**src/rtl/sram_bus_arbiter_if.sv**
```systemverilog
// Bus bundle for sram_bus_arbiter: two requester ports (ibus, dbus) and the shared SRAM port.
// slave = arbiter side, master = requester/memory side.
interface sram_bus_arbiter_if;
    logic [31:0] ibus_address;
    logic [3:0]  ibus_byteenable;
    logic        ibus_read;
    logic        ibus_write;
    logic [31:0] ibus_wrdata;
    logic [31:0] ibus_rddata;
    logic        ibus_stall;

    logic [31:0] dbus_address;
    logic [3:0]  dbus_byteenable;
    logic        dbus_read;
    logic        dbus_write;
    logic [31:0] dbus_wrdata;
    logic [31:0] dbus_rddata;
    logic        dbus_stall;

    logic [29:0] mem_address;
    logic [3:0]  mem_byteenable;
    logic        mem_rd;
    logic        mem_wr;
    logic [31:0] mem_wrdata;
    logic [31:0] mem_rddata;

    modport slave (
        input  ibus_address, ibus_byteenable, ibus_read, ibus_write, ibus_wrdata,
        output ibus_rddata, ibus_stall,
        input  dbus_address, dbus_byteenable, dbus_read, dbus_write, dbus_wrdata,
        output dbus_rddata, dbus_stall,
        output mem_address, mem_byteenable, mem_rd, mem_wr, mem_wrdata,
        input  mem_rddata
    );

    modport master (
        output ibus_address, ibus_byteenable, ibus_read, ibus_write, ibus_wrdata,
        input  ibus_rddata, ibus_stall,
        output dbus_address, dbus_byteenable, dbus_read, dbus_write, dbus_wrdata,
        input  dbus_rddata, dbus_stall,
        input  mem_address, mem_byteenable, mem_rd, mem_wr, mem_wrdata,
        output mem_rddata
    );
endinterface

```
**src/rtl/sram_bus_arbiter.sv**
```systemverilog
// Two-port (ibus/dbus) arbiter onto a single fixed-latency SRAM port.
// Optional macro ARB_ROUND_ROBIN_EN: alternate grants on contention instead of fixed dbus priority.
//
// Handshake: a port requests by holding read or write high; stall is high while the request
// is pending and drops for exactly one cycle (DONE) when that port's transaction completes.
module sram_bus_arbiter #(
    parameter int unsigned WAIT_CYCLES = 2
) (
    input  logic                 clk,
    input  logic                 rst_n,
    sram_bus_arbiter_if.slave    bus,
    output logic [1:0]           dbg_state,
    output logic                 dbg_grant
);

    typedef enum logic [1:0] {
        IDLE   = 2'd0,
        ACCESS = 2'd1,
        DONE   = 2'd2
    } state_t;

    state_t      state;
    state_t      state_next;

    logic        grant;        // 1 = dbus, 0 = ibus
    logic        is_write;
    logic [3:0]  cnt;
    logic [29:0] addr_q;
    logic [3:0]  be_q;
    logic [31:0] wd_q;
    logic [31:0] ibus_rd_q;
    logic [31:0] dbus_rd_q;

    logic        ibus_pend;
    logic        dbus_pend;
    logic        pick_dbus;
    logic        last_cycle;

    logic        unused_addr_bits;
    assign unused_addr_bits = ^{bus.ibus_address[1:0], bus.dbus_address[1:0]};

    assign ibus_pend  = bus.ibus_read | bus.ibus_write;
    assign dbus_pend  = bus.dbus_read | bus.dbus_write;
    assign last_cycle = (cnt <= 4'd1);

`ifdef ARB_ROUND_ROBIN_EN
    logic last_grant;
    // last_grant resets to ibus so that dbus wins the first contention.
    assign pick_dbus = dbus_pend & (~ibus_pend | ~last_grant);
`else
    assign pick_dbus = dbus_pend;
`endif

    always_ff @(posedge clk or negedge rst_n) begin
        if (!rst_n) begin
            state <= IDLE;
        end else begin
            state <= state_next;
        end
    end

    always_comb begin
        state_next = state;
        case (state)
            IDLE:    if (ibus_pend | dbus_pend) state_next = ACCESS;
            ACCESS:  if (last_cycle)            state_next = DONE;
            DONE:    state_next = IDLE;
            default: state_next = IDLE;
        endcase
    end

    always_ff @(posedge clk or negedge rst_n) begin
        if (!rst_n) begin
            grant     <= 1'b0;
            is_write  <= 1'b0;
            cnt       <= 4'd0;
            addr_q    <= 30'd0;
            be_q      <= 4'd0;
            wd_q      <= 32'd0;
            ibus_rd_q <= 32'd0;
            dbus_rd_q <= 32'd0;
`ifdef ARB_ROUND_ROBIN_EN
            last_grant <= 1'b0;
`endif
        end else begin
            case (state)
                IDLE: begin
                    if (ibus_pend | dbus_pend) begin
                        grant    <= pick_dbus;
                        cnt      <= 4'(WAIT_CYCLES);
                        // Write dominates when both strobes are high.
                        is_write <= pick_dbus ? bus.dbus_write : bus.ibus_write;
                        addr_q   <= pick_dbus ? bus.dbus_address[31:2] : bus.ibus_address[31:2];
                        be_q     <= pick_dbus ? bus.dbus_byteenable : bus.ibus_byteenable;
                        wd_q     <= pick_dbus ? bus.dbus_wrdata : bus.ibus_wrdata;
`ifdef ARB_ROUND_ROBIN_EN
                        last_grant <= pick_dbus;
`endif
                    end
                end
                ACCESS: begin
                    cnt <= cnt - 4'd1;
                    if (last_cycle && !is_write) begin
                        if (grant) begin
                            dbus_rd_q <= bus.mem_rddata;
                        end else begin
                            ibus_rd_q <= bus.mem_rddata;
                        end
                    end
                end
                default: ;
            endcase
        end
    end

    // Strobes decode from the state register so reset removes them immediately.
    assign bus.mem_rd         = (state == ACCESS) & ~is_write;
    assign bus.mem_wr         = (state == ACCESS) &  is_write;
    assign bus.mem_address    = addr_q;
    assign bus.mem_byteenable = be_q;
    assign bus.mem_wrdata     = wd_q;

    assign bus.ibus_rddata = ibus_rd_q;
    assign bus.dbus_rddata = dbus_rd_q;
    assign bus.ibus_stall  = ibus_pend & ~((state == DONE) & ~grant);
    assign bus.dbus_stall  = dbus_pend & ~((state == DONE) &  grant);

    assign dbg_state = state;
    assign dbg_grant = grant;

endmodule

```
**src/flat_wrapper.sv**
```systemverilog
// flat-port wrapper written by rule: the top's interface ports become plain ports
module sram_bus_arbiter_flat 
#(
    parameter int unsigned WAIT_CYCLES = 2
)
  (clk, rst_n, dbg_state, dbg_grant, bus_ibus_address, bus_ibus_byteenable, bus_ibus_read, bus_ibus_write, bus_ibus_wrdata, bus_ibus_rddata, bus_ibus_stall, bus_dbus_address, bus_dbus_byteenable, bus_dbus_read, bus_dbus_write, bus_dbus_wrdata, bus_dbus_rddata, bus_dbus_stall, bus_mem_address, bus_mem_byteenable, bus_mem_rd, bus_mem_wr, bus_mem_wrdata, bus_mem_rddata);
  sram_bus_arbiter_if bus_i ();
  input  logic clk;
  input  logic rst_n;
  output logic [1:0] dbg_state;
  output logic dbg_grant;
  input wire logic [$bits(bus_i.ibus_address)-1:0] bus_ibus_address;
  input wire logic [$bits(bus_i.ibus_byteenable)-1:0] bus_ibus_byteenable;
  input wire logic [$bits(bus_i.ibus_read)-1:0] bus_ibus_read;
  input wire logic [$bits(bus_i.ibus_write)-1:0] bus_ibus_write;
  input wire logic [$bits(bus_i.ibus_wrdata)-1:0] bus_ibus_wrdata;
  output wire logic [$bits(bus_i.ibus_rddata)-1:0] bus_ibus_rddata;
  output wire logic [$bits(bus_i.ibus_stall)-1:0] bus_ibus_stall;
  input wire logic [$bits(bus_i.dbus_address)-1:0] bus_dbus_address;
  input wire logic [$bits(bus_i.dbus_byteenable)-1:0] bus_dbus_byteenable;
  input wire logic [$bits(bus_i.dbus_read)-1:0] bus_dbus_read;
  input wire logic [$bits(bus_i.dbus_write)-1:0] bus_dbus_write;
  input wire logic [$bits(bus_i.dbus_wrdata)-1:0] bus_dbus_wrdata;
  output wire logic [$bits(bus_i.dbus_rddata)-1:0] bus_dbus_rddata;
  output wire logic [$bits(bus_i.dbus_stall)-1:0] bus_dbus_stall;
  output wire logic [$bits(bus_i.mem_address)-1:0] bus_mem_address;
  output wire logic [$bits(bus_i.mem_byteenable)-1:0] bus_mem_byteenable;
  output wire logic [$bits(bus_i.mem_rd)-1:0] bus_mem_rd;
  output wire logic [$bits(bus_i.mem_wr)-1:0] bus_mem_wr;
  output wire logic [$bits(bus_i.mem_wrdata)-1:0] bus_mem_wrdata;
  input wire logic [$bits(bus_i.mem_rddata)-1:0] bus_mem_rddata;
  assign bus_i.ibus_address = bus_ibus_address;
  assign bus_i.ibus_byteenable = bus_ibus_byteenable;
  assign bus_i.ibus_read = bus_ibus_read;
  assign bus_i.ibus_write = bus_ibus_write;
  assign bus_i.ibus_wrdata = bus_ibus_wrdata;
  assign bus_ibus_rddata = bus_i.ibus_rddata;
  assign bus_ibus_stall = bus_i.ibus_stall;
  assign bus_i.dbus_address = bus_dbus_address;
  assign bus_i.dbus_byteenable = bus_dbus_byteenable;
  assign bus_i.dbus_read = bus_dbus_read;
  assign bus_i.dbus_write = bus_dbus_write;
  assign bus_i.dbus_wrdata = bus_dbus_wrdata;
  assign bus_dbus_rddata = bus_i.dbus_rddata;
  assign bus_dbus_stall = bus_i.dbus_stall;
  assign bus_mem_address = bus_i.mem_address;
  assign bus_mem_byteenable = bus_i.mem_byteenable;
  assign bus_mem_rd = bus_i.mem_rd;
  assign bus_mem_wr = bus_i.mem_wr;
  assign bus_mem_wrdata = bus_i.mem_wrdata;
  assign bus_i.mem_rddata = bus_mem_rddata;
  sram_bus_arbiter #(.WAIT_CYCLES(WAIT_CYCLES)) u_core (.clk(clk), .rst_n(rst_n), .bus(bus_i), .dbg_state(dbg_state), .dbg_grant(dbg_grant));
endmodule
```
**config.mk**
```make
export PLATFORM = sky130hd
export DESIGN_NAME = sram_bus_arbiter_flat
export DESIGN_NICKNAME = d
export VERILOG_FILES = /design/src/rtl/sram_bus_arbiter_if.sv /design/src/rtl/sram_bus_arbiter.sv /design/src/flat_wrapper.sv
export SDC_FILE = /design/constraint.sdc
export NUM_CORES = 1
export LEC_CHECK = 0
export BUFFER_PORTS_ARGS = -buffer_cell sky130_fd_sc_hd__buf_4
export CORE_ASPECT_RATIO = 0.5
export CORE_MARGIN = 3
export CORE_UTILIZATION = 40
export CTS_BUF_LIST = sky130_fd_sc_hd__clkbuf_8 sky130_fd_sc_hd__clkbuf_16
export CTS_CLUSTER_SIZE = 12
export DETAILED_ROUTE_END_ITERATION = 16
export HOLD_SLACK_MARGIN = 0.12
export PLACE_DENSITY = 0.81
export SLEW_MARGIN = 20
export SYNTH_ARGS = -nofsm -noshare
export SYNTH_HDL_FRONTEND = slang
export SYNTH_SLANG_ARGS = --single-unit
```
**constraint.sdc**
```tcl
create_clock -name clk -period 2 [get_ports clk]
set_input_delay 0.4 -clock clk [delete_from_list [all_inputs] [get_ports clk]]
set_output_delay 0.4 -clock clk [all_outputs]
set_load 0.01 [all_outputs]
```
# Word-level counts from Yosys, hierarchy flattened
# Index checks and enable logic that the tools add are counted.
[totals]
mem_bits_ro = 0
input_bits = 174
elab_cells = 46
memories = 0
latch_bits = 0
mem_bits_rw = 0
output_inout_bits = 137
ff_bits = 138
[op_classes]
div_mod_pow = 0
n_mux = 9
shifts = 0
add_sub_neg = 1
eq_ne = 4
magnitude_cmp = 1
n_mul = 0
bitwise = 13
reduce_logical = 9
[ops]
columns = ["op", "n"]
rows = [
  ["$mux W32", 1],
  ["$mux W30", 1],
  ["$mux W4", 2],
  ["$pmux W4 S2", 1],
  ["$and A1 B1 Y1", 6],
  ["$reduce_and A2 Y1", 3],
  ["$reduce_and A3 Y1", 2],
  ["$le A4 B1 Y1 const B", 1],
  ["$mux W2", 2],
  ["$ne A2 B1 Y1 const B", 2],
  ["$not A1 Y1", 4],
  ["$pmux W2 S2", 1],
  ["$sub A4 B1 Y4 const B", 1],
  ["$or A1 B1 Y1", 3],
  ["$eq A2 B1 Y1 const B", 1],
  ["$eq A2 B2 Y1 const B", 1],
  ["$logic_not A2 Y1", 1],
  ["$reduce_bool A2 Y1", 1],
  ["$logic_and A1 B1 Y1", 1],
  ["$logic_not A1 Y1", 1],
  ["$mux W1", 1],
]

# Logic depth before layout (Yosys ltp)
# Gate-level depths: netlist of the first run.
[logic_depth]
ltp_word = 4
mapped_depth = 5
depth_no_buf = 5

# Worst setup path after synthesis of the first run
# OpenSTA, ideal clock, no wires.
[synth_timing]
path_type = "register -> register"
start = "reg u_core.state[1] (netlist: u_core.dbg_state[1])"
end = "reg u_core.addr_q[0] (netlist: u_core.bus.mem_address[0])"
stages_incl_launch_ff = 5
setup_ps = 125
required_ps = 1875
n_path_buf = 1
period_less_slack_ps = 1756
slack_ps = 244
arrival_time_ps = 1631
path_cell_list = "dfrtp_1 -> or2_2 -> a21oi_4 -> clkbuf_8 -> mux2_2"
[synth_between]
elab_chain_len = 2
[synth_lines]
columns = ["item", "line", "source"]
rows = [
  ["start: declaration", "sram_bus_arbiter.sv:22", "state_t state;"],
  ["start signal: assignment", "sram_bus_arbiter.sv:58", "state <= state_next;"],
  ["$logic_not A2 Y1", "sram_bus_arbiter.sv:86", "case (state)"],
  ["$reduce_and A2 Y1 (no line)", "n/a", ""],
  ["end signal: assignment", "sram_bus_arbiter.sv:93", "addr_q <= pick_dbus ? bus.dbus_address[31:2] : bus.ibus_address[31:2];"],
  ["end: declaration", "sram_bus_arbiter.sv:28", "logic [29:0] addr_q;"],
]
# No other way between the ends.
# A chain may end at the register's enable or synchronous reset.

# Final worst setup path of the first run
[layout_timing]
start = "reg u_core.state[1] (netlist: u_core.dbg_state[1])"
end = "out bus_mem_wr"
[layout_between]
elab_chain_len = 2
[layout_lines]
columns = ["item", "line", "source"]
rows = [
  ["$eq A2 B1 Y1", "sram_bus_arbiter.sv:118", "assign bus.mem_wr = (state == ACCESS) & is_write;"],
  ["$and A1 B1 Y1", "sram_bus_arbiter.sv:118", ""],
  ["end: declaration", "flat_wrapper.sv:29", "output wire logic [$bits(bus_i.mem_wr)-1:0] bus_mem_wr;"],
]
# No other way between the ends.

==> results of run 1 <==
final cells by class:
| class | count | area share |
|---|---|---|
| clock buffers | 17 | 0.0448 |
| well taps | 198 | 0.0261 |
| inverters | 6 | 0.00237 |
| clock inverters | 15 | 0.0162 |
| repair buffers | 323 | 0.268 |
| multi-input cells | 230 | 0.279 |
| flip-flops and latches | 138 | 0.363 |
worst min-delay path by stage:
stage / startpoint / cells after the start / end / slack (ns)
floorplan: rst_n / 0 / u_core.bus.dbus_rddata[0] / 0.10
global placement: rst_n / 1 / u_core.bus.dbus_rddata[22] / 0.37
detailed placement: rst_n / 1 / u_core.bus.ibus_rddata[22] / 0.38
CTS: bus_mem_rddata[15] / 2 / u_core.bus.ibus_rddata[15] / 0.22
global route: bus_mem_rddata[15] / 2 / u_core.bus.ibus_rddata[15] / 0.22
finish: bus_mem_rddata[15] / 2 / u_core.bus.ibus_rddata[15] / 0.23
flip-flops by register name (all words and copies together), names as in the netlist:
register and flops:
u_core.bus.dbus_rddata 32, u_core.bus.ibus_rddata 32, u_core.bus.mem_address 30, u_core.bus.mem_byteenable 4
u_core.bus.mem_wrdata 32, u_core.cnt 4, u_core.dbg_grant 1, u_core.dbg_state 2
u_core.is_write 1
worst register-to-register path, cell delays in order (launching register included):
cell     delay (ns)
dfrtp_1        0.48
or2_2          0.36
a21oi_4        0.23
buf_12         0.24
mux2_2         0.38
metrics by stage:
stage                     utilization  cells  instance area (µm²)
after global placement          0.597    894                 8910
after CTS                       0.636    927                 9500
after global routing            0.636    927                 9500
after detailed placement        0.597    894                 8910
final                           0.636    927                 9500
after floorplan                     -    394                 6310
routing by layer:
metal | vias up | routed length, µm
met3 | 13 | 834
met1 | 2217 | 5930
met4 | 0 | 153
li1 | 2064 | -
met2 | 109 | 9190
met5 | - | 0
power by group:
part | switching [W] | internal [W] | total [W]
Clock | 0.00131 | 0.00176 | 0.00306
Combinational | 0.00268 | 0.00403 | 0.00672
Sequential | 0.000838 | 0.00425 | 0.00509
placed cells by master, fill, tap and decap left out, types with 4 or more instances in the layout:
cell type     n
clkbuf_16    17
buf_12        9
nand2_1       4
buf_4       312
inv_6         5
o21ai_0       4
clkinvlp_4    5
mux2_2      145
inv_1         6
nor2_1        5
mux2_1        6
dfrtp_1     138
mux2_4       45
cells by family (layout without fill, tap and decap cells):
family / count (synthesis) / after routing
multiplexers: 197 / 197
flip-flops: 138 / 138
buffers and inverters: 26 / 361
AND/OR/NAND/NOR: 16 / 16
AO/OA/AOI/OAI: 13 / 13
adder cells (fa/ha/maj): 2 / 2
XOR/XNOR: 2 / 2
==> impl_metrics.json, run 1 <==
{
  "crit_fanout": 8,
  "path_clk_slew_ns": 0.07,
  "p_per_area_nw_per_um2": 1570,
  "ios": 311,
  "synth-async-reset-ratio": 1.00,
  "grt_overflow": 0,
  "grt_start_max_net_pins": 50,
  "synth_edf_count": 0,
  "start_kind": "register",
  "first_iter_violations": 203,
  "synth_most_common_cell": "mux2_2",
  "syn_avg_cell_area_um2": 16.0,
  "fin_nets": 892,
  "routed_wl_um": 16100,
  "hold_path_class": "input port to register",
  "peakVddDrop_v": 0.000802,
  "drt.antenna.violating_nets": 0,
  "regToRegSetupSlack_ns": 0.18,
  "p_leak_nw": 4.61,
  "coreArea_um2": 14900,
  "grt.met1_usage": 0.192,
  "rsz0062_at_grt": "false",
  "cts_tree": "yes",
  "dp_hpwl_um": 12300,
  "cts.hold.buffers_added": 1,
  "synth_common_cells": "145 x mux2_2, 138 x dfrtp_1, 45 x mux2_4",
  "yosysTopAreaCell": "dfrtp_1",
  "cts.path.max_buffers": 2,
  "setup_viol": 0,
  "path_cells": "or2b_1, nor2_1, buf_4",
  "cts-buffers-inserted": 17,
  "crit_path_start": "u_core.dbg_state[1]",
  "register_area_um2": 3450,
  "die_y_um": 94.8,
  "cts.htree.levels": 4,
  "grt_use_met2": 0.356,
  "synth_xor_area_frac": 0.00278,
  "yosys.area_share.simple": 0.0145,
  "grt_pass1_wl_um": 24500,
  "fin_tns_setup_ns": 0,
  "vias": 4403,
  "grt_pass1_vias": 4833,
  "synth-seq-area-share": 0.547,
  "yosys_most_used_dff": "dfrtp_1",
  "ff2ff_path_depth": 4,
  "drt_pass1_iterations": 4,
  "crit_slowest_cell": "dfrtp_1",
  "ys_ff_latch": 138,
  "crit_family": "flip-flops",
  "wl_per_cell_um": 17.4,
  "yosys.cell_types.count": 31,
  "worst_pin_slew_ns": 0.461,
  "ys.warnings.count": 0,
  "synth_top_family_by_area": "multiplexers",
  "met3_usage": 0.0412,
  "cp-endpoint": "bus_mem_wr",
  "area_growth_pct": 50.5,
  "end_kind": "output port",
  "num-fill-cells": 1158,
  "arrival_ns": 1.49,
  "clockRootBuffer": "clkbuf_16",
  "post_cts_buffers": 0,
  "drv_cap": 0,
  "n_antenna_cell": 0,
  "io_buffers": 306,
  "max_freq_mhz": 529,
  "netlist_instances": 394,
  "grt-busiest-layer": "met2",
  "required_ns": 1.60,
  "num_rows": 31,
  "drive_gt1_frac": 0.754,
  "die_area_um2": 17400,
  "critPathBufInv": 1,
  "grt_antenna_before_repair": 0,
  "synth-compound-area-share": 0.0204,
  "r2r-start": "u_core.dbg_state[1]",
  "status": "finished, final reports clean",
  "initial_utilization": 0.423,
  "cts_sinks": 138,
  "dp_slack_ns": 0.0327,
  "synthAdderAreaFrac": 0.00397,
  "worstSetupPathType": "register to output port",
  "slew_violations": 0,
  "final.period_utilization": 0.945,
  "post_cts_resize_count": 0,
  "multi_input_area_um2": 2650,
  "relSlewSlack": 0.693,
  "final.setup_skew_ns": 0.0137,
  "die_w_um": 184,
  "synthMuxAreaShare": 0.378,
  "clk_latency_ns": 0.41,
  "whs_ns": 0.228,
  "gp_congestion": 0.785,
  "synth_area_leaders": "dfrtp_1 55%, mux2_2 26%, mux2_4 11%, buf_6 1.8%, mux2_1 1.1%",
  "cp_num_cells": 3,
  "synth_nets": 570,
  "r2r-end": "u_core.bus.mem_wrdata[31]",
  "design_power_total_w": 0.0149,
  "drc": 0,
  "hold_violations": 0,
  "fin_crit_ns": 1.89,
  "routed_via_density": 4.75,
  "grt.total_usage": 0.178,
  "fin_ws_ns": 0.111,
  "max_stage_delay_ns": 0.48,
  "yosysTopAreaCellShare": 0.547,
  "syn-cell-area_um2": 6310
}
No activity file was read; power rests on OpenSTA's default activity.
==> run 2, diff against run 1 <==
--- a/config.mk
+++ b/config.mk
@@ -13,7 +13,7 @@
 export CTS_CLUSTER_SIZE = 12
 export DETAILED_ROUTE_END_ITERATION = 16
 export HOLD_SLACK_MARGIN = 0.12
-export PLACE_DENSITY = 0.81
+export PLACE_DENSITY = 0.82
 export SLEW_MARGIN = 20
 export SYNTH_ARGS = -nofsm -noshare
 export SYNTH_HDL_FRONTEND = slang
==> impl_metrics.json, run 2 (synthesis gave the netlist of run 1 again) <==
{
  "grt_antenna_before_repair": 0,
  "clk_latency_ns": 0.40,
  "first_iter_violations": 152,
  "die_y_um": 94.8,
  "whs_endpoint": "u_core.bus.ibus_rddata[28]",
  "fin_tns_setup_ns": 0,
  "final.setup_skew_ns": 0.00910,
  "drive_gt1_frac": 0.755,
  "grt_start_max_net_pins": 66,
  "p_leak_nw": 4.66,
  "final_util": 0.641,
  "die_area_um2": 17400,
  "clockRootBuffer": "clkbuf_16",
  "status": "finished, final reports clean",
  "rsz0062_at_grt": "false",
  "cts_sinks": 138,
  "wl_per_cell_um": 17.8,
  "dp_cells": 892,
  "vias": 4366,
  "ff2ff_path_depth": 4,
  "final_cell_mix": "311 x buf_4, 145 x mux2_2, 138 x dfrtp_1",
  "routed_via_density": 4.73,
  "r2r-end": "u_core.bus.mem_address[22]",
  "layout_commonest_cell": "buf_4",
  "num_rows": 31,
  "grt_overflow": 0,
  "whs_path_depth": 2,
  "hold_path_class": "input port to register",
  "max_freq_mhz": 526,
  "die_w_um": 184,
  "drc": 0,
  "io_buffers": 306,
  "regToRegSetupSlack_ns": 0.17,
  "grt.total_usage": 0.181,
  "coreArea_um2": 14900,
  "cts.htree.levels": 4,
  "crit_fanout": 6,
  "start_kind": "register",
  "grt_pass1_vias": 4767,
  "arrival_ns": 1.50,
  "final.period_utilization": 0.950,
  "peakVddDrop_v": 0.000719,
  "fin_nets": 890,
  "setup_viol": 0,
  "cts.path.max_buffers": 2,
  "layoutNonFillerInstCount": 924,
  "drt_pass1_iterations": 4,
  "area_growth_pct": 51.6,
  "slew_violations": 0,
  "drt.antenna.violating_nets": 0,
  "worst_pin_slew_ns": 0.419,
  "relSlewSlack": 0.720,
  "drv_cap": 0,
  "hold_violations": 0,
  "gp_congestion": 0.802,
  "worstSetupPathType": "register to output port",
  "end_kind": "output port",
  "ios": 311,
  "grt_pass1_wl_um": 24700,
  "p_per_area_nw_per_um2": 1610,
  "r2r-start": "u_core.dbg_state[0]",
  "n_antenna_cell": 0,
  "routed_wl_um": 16400,
  "cts_tree": "yes",
  "cts-buffers-inserted": 17,
  "path_clk_slew_ns": 0.06,
  "whs_ns": 0.237,
  "hp-start": "bus_mem_rddata[28]",
  "dp_hpwl_um": 12500,
  "fin_crit_ns": 1.90,
  "required_ns": 1.60,
  "initial_utilization": 0.423,
  "post_cts_buffers": 0
}
-- run 2: worst max-delay path by stage --
stage / from / to / slack, ns / depth (start not counted)
3_3_place_gp: u_core.cnt[0] / u_core.bus.dbus_rddata[12] / 0.22 / 5
3_5_place_dp: u_core.cnt[0] / u_core.bus.dbus_rddata[20] / 0.17 / 5
5_1_grt: u_core.dbg_state[1] / bus_mem_rd / 0.03 / 3
6_report: u_core.dbg_state[1] / bus_mem_wr / 0.10 / 4
2_1_floorplan: u_core.dbg_state[1] / u_core.bus.mem_address[0] / 0.24 / 4
4_1_cts: u_core.dbg_state[1] / bus_mem_wr / 0.04 / 4
-- run 2: routing by layer --
metal	track usage	vias up	routed length, µm
met5	0	-	0
met3	0.0385	17	760
met2	0.359	110	9370
li1	-	2056	-
met4	0.0532	0	220
met1	0.196	2183	6090
-- run 2: cell type report --
class	instances	area (µm²)
Clock inverter	10	189
Sequential cell	138	3450
Clock buffer	21	480
Inverter	6	22.5
Fill cell	1135	5370
Timing Repair Buffer	321	2520
Multi-Input combinational cell	230	2660
Tap cell	198	248
-- run 2: metrics by stage --
| stage | cell area (µm²) | setup slack (ns) | total power [W] |
|---|---|---|---|
| final | 9570 | 0.100 | 0.0154 |
| after global routing | 9570 | 0.0280 | 0.0162 |
| after CTS | 9560 | 0.0430 | 0.0156 |
| after detailed placement | 8880 | 0.173 | 0.0120 |
| after global placement | 8880 | 0.215 | 0.0117 |
| after floorplan | 6310 | 0.244 | 0.00865 |
-- run 2: power breakdown --
part / switching, W / internal (W) / total (W)
registers: 0.000834 / 0.00425 / 0.00509
clock network: 0.00117 / 0.00235 / 0.00352
logic: 0.00270 / 0.00407 / 0.00677
total: 0.00471 / 0.0107 / 0.0154
-- run 2: critical path, cell delays in order (launching register included) --
cell and delay [ns]:
dfrtp_1 0.43, buf_4 0.18, or2b_4 0.27, nor2_1 0.09, buf_4 0.14
-- run 2: timing repair --
item,CTS,global route
endpoints found under the hold margin,41,0
gates resized for setup,0,1
hold buffers,1,0
setup endpoints to repair,0,1
